**src/rtl/rr_arb4_idx.sv**
```systemverilog
`default_nettype none
//============================================================================
// Module      : rr_arb4_idx
// Description : Four-requester round-robin arbiter with grant hold and
//               timeout. Presents the winner as a binary index plus a valid
//               qualifier, ready to drive the a[1:0]/en inputs of a
//               2-to-4 decoder.
// Ports       : clk      - system clock, rising edge
//               rst_n    - synchronous reset, active-low
//               req[3:0] - request vector, bit i = requester i
//               done     - one-cycle release pulse from the current owner
//               gnt_idx  - index of the granted requester
//               gnt_vld  - grant valid
//               tmo      - one-cycle pulse, grant revoked by timeout
// Revision    : 1.0 - initial release
//============================================================================
module rr_arb4_idx #(
    parameter int MAX_HOLD = 15     // 1..255 cycles; 0 disables the timeout
) (
    input  logic       clk,
    input  logic       rst_n,
    input  logic [3:0] req,
    input  logic       done,
    output logic [1:0] gnt_idx,
    output logic       gnt_vld,
    output logic       tmo
);

    // Last hold_cnt value permitted before a forced release.
    localparam logic [7:0] HOLD_LAST = (MAX_HOLD == 0) ? 8'd0 : 8'(MAX_HOLD - 1);
    localparam bit         TMO_EN    = (MAX_HOLD != 0);

    typedef enum logic [0:0] {
        S_IDLE  = 1'b0,
        S_GRANT = 1'b1
    } state_t;

    state_t      r_state;
    logic [1:0]  r_ptr;
    logic [7:0]  r_hold_cnt;

    logic [1:0]  w_win;
    logic        w_r1;
    logic        w_r2;
    logic        w_r3;
    logic        w_rel;

    // Rotating priority scan: r_ptr has highest priority, then upward mod 4.
    always_comb begin
        logic       found;
        logic [1:0] cand;
        w_win = r_ptr;
        found = 1'b0;
        cand  = 2'd0;
        for (int i = 0; i < 4; i++) begin
            cand = r_ptr + 2'(i);
            if (!found && req[cand]) begin
                w_win = cand;
                found = 1'b1;
            end
        end
    end

    // Release terms while a grant is active.
    always_comb begin
        w_r1  = done;
        w_r2  = ~req[gnt_idx];
        w_r3  = TMO_EN && (r_hold_cnt == HOLD_LAST);
        w_rel = w_r1 | w_r2 | w_r3;
    end

    always_ff @(posedge clk) begin
        if (!rst_n) begin
            r_state    <= S_IDLE;
            r_ptr      <= 2'd0;
            r_hold_cnt <= 8'd0;
            gnt_idx    <= 2'd0;
            gnt_vld    <= 1'b0;
            tmo        <= 1'b0;
        end else begin
            tmo <= 1'b0;
            case (r_state)
                S_IDLE: begin
                    // done is deliberately ignored here.
                    if (|req) begin
                        gnt_idx    <= w_win;
                        gnt_vld    <= 1'b1;
                        r_hold_cnt <= 8'd0;
                        r_state    <= S_GRANT;
                    end
                end
                S_GRANT: begin
                    if (r_hold_cnt != 8'hFF) begin
                        r_hold_cnt <= r_hold_cnt + 8'd1;
                    end
                    if (w_rel) begin
                        gnt_vld <= 1'b0;
                        r_ptr   <= gnt_idx + 2'd1;  // releasing owner drops to lowest priority
                        r_state <= S_IDLE;
                        // done or a dropped request take precedence over timeout.
                        tmo     <= w_r3 & ~w_r1 & ~w_r2;
                    end
                end
                default: begin
                    r_state <= S_IDLE;
                    gnt_vld <= 1'b0;
                end
            endcase
        end
    end

endmodule
`default_nettype wire

```
**config.mk**
```make
export PLATFORM = sky130hd
export DESIGN_NAME = rr_arb4_idx
export DESIGN_NICKNAME = d
export VERILOG_FILES = /design/src/rtl/rr_arb4_idx.sv
export SDC_FILE = /design/constraint.sdc
export NUM_CORES = 1
export LEC_CHECK = 0
export CAP_MARGIN = 20
export CORE_UTILIZATION = 45
export DETAILED_ROUTE_END_ITERATION = 6
export PLACE_DENSITY_LB_ADDON = 0.08
export SLEW_MARGIN = 20
export SYNTH_ARGS = -nofsm -noshare
export SYNTH_HDL_FRONTEND = slang
export SYNTH_SLANG_ARGS = --single-unit
```
**constraint.sdc**
```tcl
create_clock -name clk -period 2.3 [get_ports clk]
set_input_delay 0.23 -clock clk [delete_from_list [all_inputs] [get_ports clk]]
set_output_delay 0.23 -clock clk [all_outputs]
set_load 0.05 [all_outputs]
```
==> impl_metrics.tcl, run 1 <==
set metrics [dict create \
    peakVddDrop_mv 0.401 \
    arrival_ps 1980 \
    antenna_found_initial 0 \
    vias 798 \
    dp.final_hpwl_um 1420 \
    cts_root_buffer "clkbuf_4" \
    synth_warnings 0 \
    syn_avg_cell_area_um2 8.52 \
    worst_path_max_delay_cell "nor3_2" \
    yosysSeqAreaShare_pct 33.6 \
    avgRoutedWirePerCell_um 13.1 \
    max_freq_mhz 552 \
    nFillCells 167 \
    clk_path_buf_depth 2 \
    cp.required_ps 2470 \
    synth_edf_count 0 \
    min_period_over_period_pct 78.7 \
    htree_levels 1 \
    drtAntennaViolNets 0 \
    insertion_delay_ps 280 \
    numClockSinks 15 \
    tns_ps 0 \
    yosysTopAreaCell "dfxtp_1" \
    tightest_slew_ps 564 \
    die-area_um2 2170 \
    grt_pass1_wl_um 3210 \
    path_delay_family "simple AND/OR/NAND/NOR gates" \
    placed_cells 138 \
    gr-usage-all-layers_pct 20.5 \
    cts_setup_buffers 0 \
    first_iter_violations 13 \
    die_h_um 46.6 \
    synth.most_common_cell "dfxtp_1" \
    ctsResizeCount 0 \
    cap_viol_max_count 0 \
    portBuffers 10 \
    avgViaCountPerCell 5.62 \
    cp-start-kind "register" \
    grt.met3_usage_pct 2.35 \
    yosys-top-cells-area "dfxtp_1, mux2i_1, o21ai_0, a21boi_0, nand3_1" \
    endpoint_kind "register" \
    clk_pin_slew_ps 80 \
    rsz0062_at_grt "no" \
    routed_wl_um 1850 \
    netlist_area_um2 895 \
    fin_worst_skew_ps 7.78 \
    finalCriticalPeriod_ps 1810 \
    yosys-top-cells-count "dfxtp_1, nor2_1, o21ai_0, nand3_1, a21oi_1" \
    cp_max_fo 9 \
    crit_buf_inv 0 \
    hold_class "register to register" \
    gp_congestion 0.788 \
    final_nets 127 \
    drive_above_1_share_pct 7.69 \
    num_rows 15 \
    powerDensity_nw_per_um2 523 \
    busiest_layer "met2" \
    cp_slowest_stage_delay_ps 500 \
    crit_type "register to register" \
    power_leakage_nw 0.328 \
    synthArstFlopShare_pct 0 \
    r2r_slack_ps 490 \
    num_io_pins 11 \
    drt_first_pass_iters 4 \
    first_global_vias 713 \
    ys_types 37 \
    grt_overflow 0 \
    setup_viol 0 \
    synth_seq_cells 15 \
    yosys.area.top_type_share_pct 33.6 \
    final_cells 142 \
    n_antenna_cell 0 \
    synthCells 105 \
    timing.hold.ws_ps 500 \
    cts_tree "yes" \
    start_util_pct 49.7 \
    cp_cell_sequence "ha_1 > nand3_1 > nor3_2 > nor4_1 > mux2_2" \
    met2_usage_pct 30.8 \
    drc 0 \
    syn_nets 114 \
    max-slew-margin-rel_pct 62.0 \
    use_met1_pct 29.6 \
    slew_violations 0 \
    holdBufCountCts 0 \
    syn_to_final_growth_pct 16.1 \
    outcome "finished clean" \
    finalHoldViolCount 0 \
    core-area_um2 1800 \
    synth_flop_cell "dfxtp_1" \
    grt_max_degree 13 \
    cts_inserted_buffers 3 \
    die_w_um 46.6 \
]
## flip-flops by register name (all words and copies together) (netlist names)
signal      count
r_hold_cnt      8
r_ptr           2
tmo             1
gnt_vld         1
gnt_idx         2
r_state         1
## worst register-to-register path, stage by stage, from the launching register on
cell and delay [ps]:
dfxtp_1 410, ha_1 200, nand3_1 180, nor3_2 500, nor4_1 120, mux2_2 280
## path summary, 6_finish.rpt
| kind | start | to | cells after the start |
|---|---|---|---|
| max | r_hold_cnt[1] | r_hold_cnt[7] | 5 |
| min | r_hold_cnt[3] | r_hold_cnt[3] | 2 |
| max reg2reg | r_hold_cnt[1] | r_hold_cnt[7] | 5 |
| min reg2reg | r_hold_cnt[3] | r_hold_cnt[3] | 2 |
## logic make-up after synthesis
group                      share of synthesized area (%)
and+or+nand+nor                                     29.4
AOI/OAI and AO/OA                                   23.1
DFF                                                 33.6
buffers and inverters                               4.48
muxes                                               5.73
adders and majority gates                           2.80
xor gates and xnor gates                           0.979
## metrics by stage
step	area [um^2]	power (mW)	utilization [%]	setup WS, ps
2_1_floorplan	895	0.361	-	629
3_3_place_gp	1010	0.398	56.2	347
3_5_place_dp	1010	0.400	56.2	296
4_1_cts	1040	0.550	57.6	500
5_1_grt	1040	0.575	57.6	301
6_report	1040	0.543	57.6	489
## cells in the final DEF, fill, tap and decap left out, drive strengths merged, types with 2 or more instances in the layout
master and n:
nor3 2, nor2b 4, ha 2, a211oi 3, clkdlybuf4s50 10, inv 5
o21ai 8, nor4 3, nor3b 4, o31ai 2, nand3b 2, clkbuf 4
or4 2, nand3 7, nand2 4, nor2 8, a21oi 6, mux2i 4
a21boi 5, dfxtp 15, and2 3
## layer usage
metal | routed length (um) | share of wire, %
met5 | 0 | 0
met4 | 13 | 0.70
met3 | 58 | 3.1
met2 | 795 | 43
met1 | 987 | 53
## layout make-up
class | count | area, um^2 | area share [%]
multi-input cells | 82 | 554 | 53.4
flip-flops and latches | 15 | 300 | 28.9
repair buffers | 11 | 108 | 10.4
well taps | 25 | 31.3 | 3.01
clock buffers | 4 | 26.3 | 2.53
inverters | 5 | 18.8 | 1.81
## power by group
part           internal [mW]  total, mW  switching [mW]
registers              0.271      0.288          0.0171
logic                 0.0471      0.106          0.0585
clock network         0.0672      0.149          0.0817
total                  0.386      0.543           0.157
No activity file was read; power rests on OpenSTA's default activity.
==> inputs of run 2 (changes only) <==
Clock period 2.3 ns to 1.5 ns, I/O delays scaled along.
==> impl_metrics.tcl, run 2 (synthesized netlist as in run 1, its figures left out) <==
set metrics [dict create \
    outcome "finished clean" \
    max-slew-margin-rel_pct 76.0 \
    cp-start-kind "input pin" \
    regMostFlops "r_hold_cnt" \
    peakVddDrop_mv 0.575 \
    htree_levels 1 \
    crit_type "input pin to register" \
    cts_setup_buffers 0 \
    die_h_um 46.6 \
    start_util_pct 49.7 \
    num_rows 15 \
    die-area_um2 2170 \
    antenna_found_initial 0 \
    timing.hold.ws_ps 506 \
    placed_cells 157 \
    hold_path_depth 2 \
    cts_inserted_buffers 3 \
    routed_wl_um 2180 \
    power_uw 875 \
    grt_max_degree 11 \
    internal-power_uw 617 \
    p_sw_share_pct 29.5 \
    numClockSinks 15 \
    top_regs "r_hold_cnt: 8 flops, gnt_idx: 2 flops, r_ptr: 2 flops" \
    comb_power_share_pct 23.2 \
    dp_slack_ps -334 \
    cts_tree "yes" \
    rr_worst_depth 6 \
    finish.instance_area_um2 1270 \
    first_iter_violations 21 \
    pwr-share-seq_pct 50.0 \
    layout_common_cells "buf_4, nor2_1, o21ai_0, dfxtp_2, dfxtp_1" \
    die_w_um 46.6 \
    dp.final_hpwl_um 1530 \
    tightest_slew_ps 350 \
    finalHoldViolCount 0 \
    drtAntennaViolNets 0 \
    max_freq_mhz 687 \
    n_antenna_cell 0 \
    avgRoutedWirePerCell_um 13.5 \
    drt_first_pass_iters 4 \
    rsz0062_at_grt "no" \
    first_global_vias 818 \
    fin_util_pct 70.3 \
    grt_pass1_wl_um 3550 \
    min_period_over_period_pct 97.0 \
    power_leakage_nw 0.469 \
    endpoint_kind "register" \
    tns_ps 0 \
    final_cells 161 \
    gr-usage-all-layers_pct 23.6 \
    num_io_pins 11 \
    largest_reg_flops 8 \
    drc 0 \
    insertion_delay_ps 290 \
    cap_viol_max_count 0 \
    p_switching_uw 258 \
    slew_violations 0 \
    cp_max_fo 9 \
    postPlaceCellArea_um2 1160 \
    p_clk_share_pct 26.7 \
    finalCriticalPeriod_ps 1460 \
    clk_path_buf_depth 2 \
    gp_congestion 0.861 \
    layout_commonest_cell "buf_4" \
    grt_overflow 0 \
    core-area_um2 1800 \
    powerDensity_nw_per_um2 691 \
    arrival_ps 1640 \
    avgViaCountPerCell 5.59 \
    setup_slack_ps 44.7 \
    portBuffers 10 \
    clk_pin_slew_ps 90 \
    vias 900 \
    drive_above_1_share_pct 36.0 \
    final_nets 146 \
    syn_to_final_growth_pct 41.5 \
    cts_root_buffer "clkbuf_4" \
    setup_viol 0 \
    cp.required_ps 1690 \
    fin_worst_skew_ps 7.36 \
    hold_class "register to register" \
]
[run 2: power by group through the flow]
stage          sequential, mW  combinational [mW]  clock, mW
2_1_floorplan           0.469              0.0860          0
3_3_place_gp            0.446               0.196          0
3_5_place_dp            0.445               0.197          0
4_1_cts                 0.436               0.202      0.248
5_1_grt                 0.442               0.222      0.264
6_report                0.438               0.203      0.234
[run 2: worst paths after layout]
path	from	endpoint	slack, ps
max	req[1]	r_hold_cnt[7]	40
min	gnt_vld	gnt_vld	510
max reg2reg	r_hold_cnt[0]	r_hold_cnt[5]	60
min reg2reg	gnt_vld	gnt_vld	510
[run 2: metal layers]
metal	share of wire [%]	GRT usage (%)	routed length [um]
met1	49	31.2	1070
met2	45	35.3	978
met3	4.2	5.88	91
met4	1.9	11.2	41
met5	0	0	0
[run 2: final cells by class]
| type | instances | area, um^2 |
|---|---|---|
| multi-input combinational | 82 | 638 |
| fill | 142 | 536 |
| sequential | 15 | 310 |
| timing repair buffer | 30 | 241 |
| tap | 25 | 31.3 |
| clock buffer | 4 | 26.3 |
| inverter | 5 | 18.8 |
[run 2: critical path, stage by stage]
cell and delay, ps:
clkdlybuf4s50_1 570, nor4_4 80, and2_4 200, nor4_2 280, mux2_2 360
[run 2: repair_timing]
action | 4_1_cts | 5_1_grt
pin swaps | 2 | 3
setup endpoints to repair | 6 | 7
gates resized for setup | 6 | 14
hold buffers | 0 | 0
==> inputs of run 3 (changes only) <==
Settings changed: CORE_MARGIN set to 4.
==> impl_metrics.tcl, run 3 (synthesized netlist as in run 1, its figures left out) <==
set metrics [dict create \
    syn_to_final_growth_pct 42.4 \
    p_switching_uw 255 \
    cts_root_buffer "clkbuf_4" \
    pwr-share-seq_pct 50.7 \
    nFillCells 151 \
    finish.instance_area_um2 1270 \
    clk_pin_slew_ps 90 \
    cts_inserted_buffers 3 \
    top_regs "r_hold_cnt: 8 flops, gnt_idx: 2 flops, r_ptr: 2 flops" \
    grt_overflow 0 \
    regMostFlops "r_hold_cnt" \
    p_sw_share_pct 29.4 \
    num_io_pins 11 \
    gp_congestion 0.862 \
    first_iter_violations 18 \
    comb_power_share_pct 23.4 \
    core-area_um2 1800 \
    cp_max_fo 4 \
    layout_commonest_cell "buf_4" \
    numClockSinks 15 \
    drt_first_pass_iters 4 \
    fin_worst_skew_ps 5.21 \
    htree_levels 1 \
    postPlaceCellArea_um2 1140 \
    finalCriticalPeriod_ps 1480 \
    first_global_vias 865 \
    final_nets 148 \
    r2r_slack_ps 20 \
    largest_reg_flops 8 \
    cp.required_ps 1680 \
    start_util_pct 49.7 \
    clk_path_buf_depth 2 \
    drive_above_1_share_pct 37.7 \
    antenna_found_initial 0 \
    peakVddDrop_mv 0.612 \
    p_clk_share_pct 25.8 \
    powerDensity_nw_per_um2 680 \
    cts_tree "yes" \
    rsz0062_at_grt "yes" \
    dp.final_hpwl_um 1590 \
    finalHoldViolCount 0 \
    die_h_um 52.6 \
    avgViaCountPerCell 5.58 \
    grt_pass1_wl_um 3670 \
    routed_wl_um 2260 \
    n_antenna_cell 0 \
    power_uw 867 \
    drc 0 \
    tns_ps 0 \
    max_freq_mhz 674 \
    crit_type "register to register" \
    cap_viol_max_count 0 \
    outcome "finished clean" \
    hold_path_depth 5 \
    arrival_ps 1660 \
    hold_class "input pin to register" \
    gr-usage-all-layers_pct 17.7 \
    portBuffers 10 \
    avgRoutedWirePerCell_um 13.8 \
    tightest_slew_ps 512 \
    internal-power_uw 612 \
    max-slew-margin-rel_pct 65.5 \
    slew_violations 0 \
    min_period_over_period_pct 99.0 \
    die-area_um2 2770 \
    insertion_delay_ps 280 \
    drtAntennaViolNets 0 \
    die_w_um 52.6 \
    vias 910 \
    setup_viol 0 \
    rr_worst_depth 5 \
    layout_common_cells "buf_4, dfxtp_1, nor2_1, o21ai_0" \
    num_rows 15 \
    endpoint_kind "register" \
    power_leakage_nw 0.475 \
    cp-start-kind "register" \
    grt_max_degree 11 \
]
==> run 3: per-stage QoR <==
stage / utilization [%] / worst slack, ps / cells / hold slack, ps
after floorplan: - / 52.3 / 105 / 320
after global placement: 63.5 / -277 / 155 / 488
after detailed placement: 63.5 / -299 / 155 / 499
after CTS: 65.6 / 28.4 / 159 / 512
after global routing: 70.7 / -51.6 / 163 / 518
final: 70.7 / 15.6 / 163 / 475
==> run 3: what timing repair did <==
item,in CTS,in global routing
gates resized for setup,3,16
hold buffers,0,0
setup endpoints to repair,2,12
setup buffers,0,4
pin swaps,1,4
==> run 3: power by group through the flow <==
stage,combinational (mW),sequential [mW],clock (mW)
2_1_floorplan,0.0860,0.469,0
3_3_place_gp,0.193,0.447,0
3_5_place_dp,0.194,0.448,0
4_1_cts,0.195,0.438,0.231
5_1_grt,0.220,0.442,0.252
6_report,0.203,0.440,0.224
==> run 3: layer usage <==
metal  GRT usage [%]  wire length (um)
met1            25.3              1110
met4            5.11                13
met2            24.4               992
met5               0                 0
met3            6.55               136
==> run 3: path summary, 6_finish.rpt <==
kind                       from          to
setup reg to reg  r_hold_cnt[4]    r_ptr[1]
hold reg to reg         gnt_vld     gnt_vld
hold / removal           req[1]  gnt_idx[1]
setup / recovery  r_hold_cnt[4]    r_ptr[1]
==> run 3: area by class of cell <==
cell class | instances | area (um^2) | area share [%]
Sequential cell | 15 | 310 | 24.4
Clock inverter | 1 | 5.00 | 0.393
Multi-Input combinational cell | 82 | 629 | 49.4
Clock buffer | 3 | 22.5 | 1.77
Tap cell | 25 | 31.3 | 2.46
Timing Repair Buffer | 32 | 256 | 20.1
Inverter | 5 | 18.8 | 1.47
==> run 3: critical path, cell delays in order, from the launching register on <==
cell	delay (ps)
dfxtp_1	320
nor4_1	270
buf_4	170
a31oi_2	140
and3_1	220
o31a_1	260
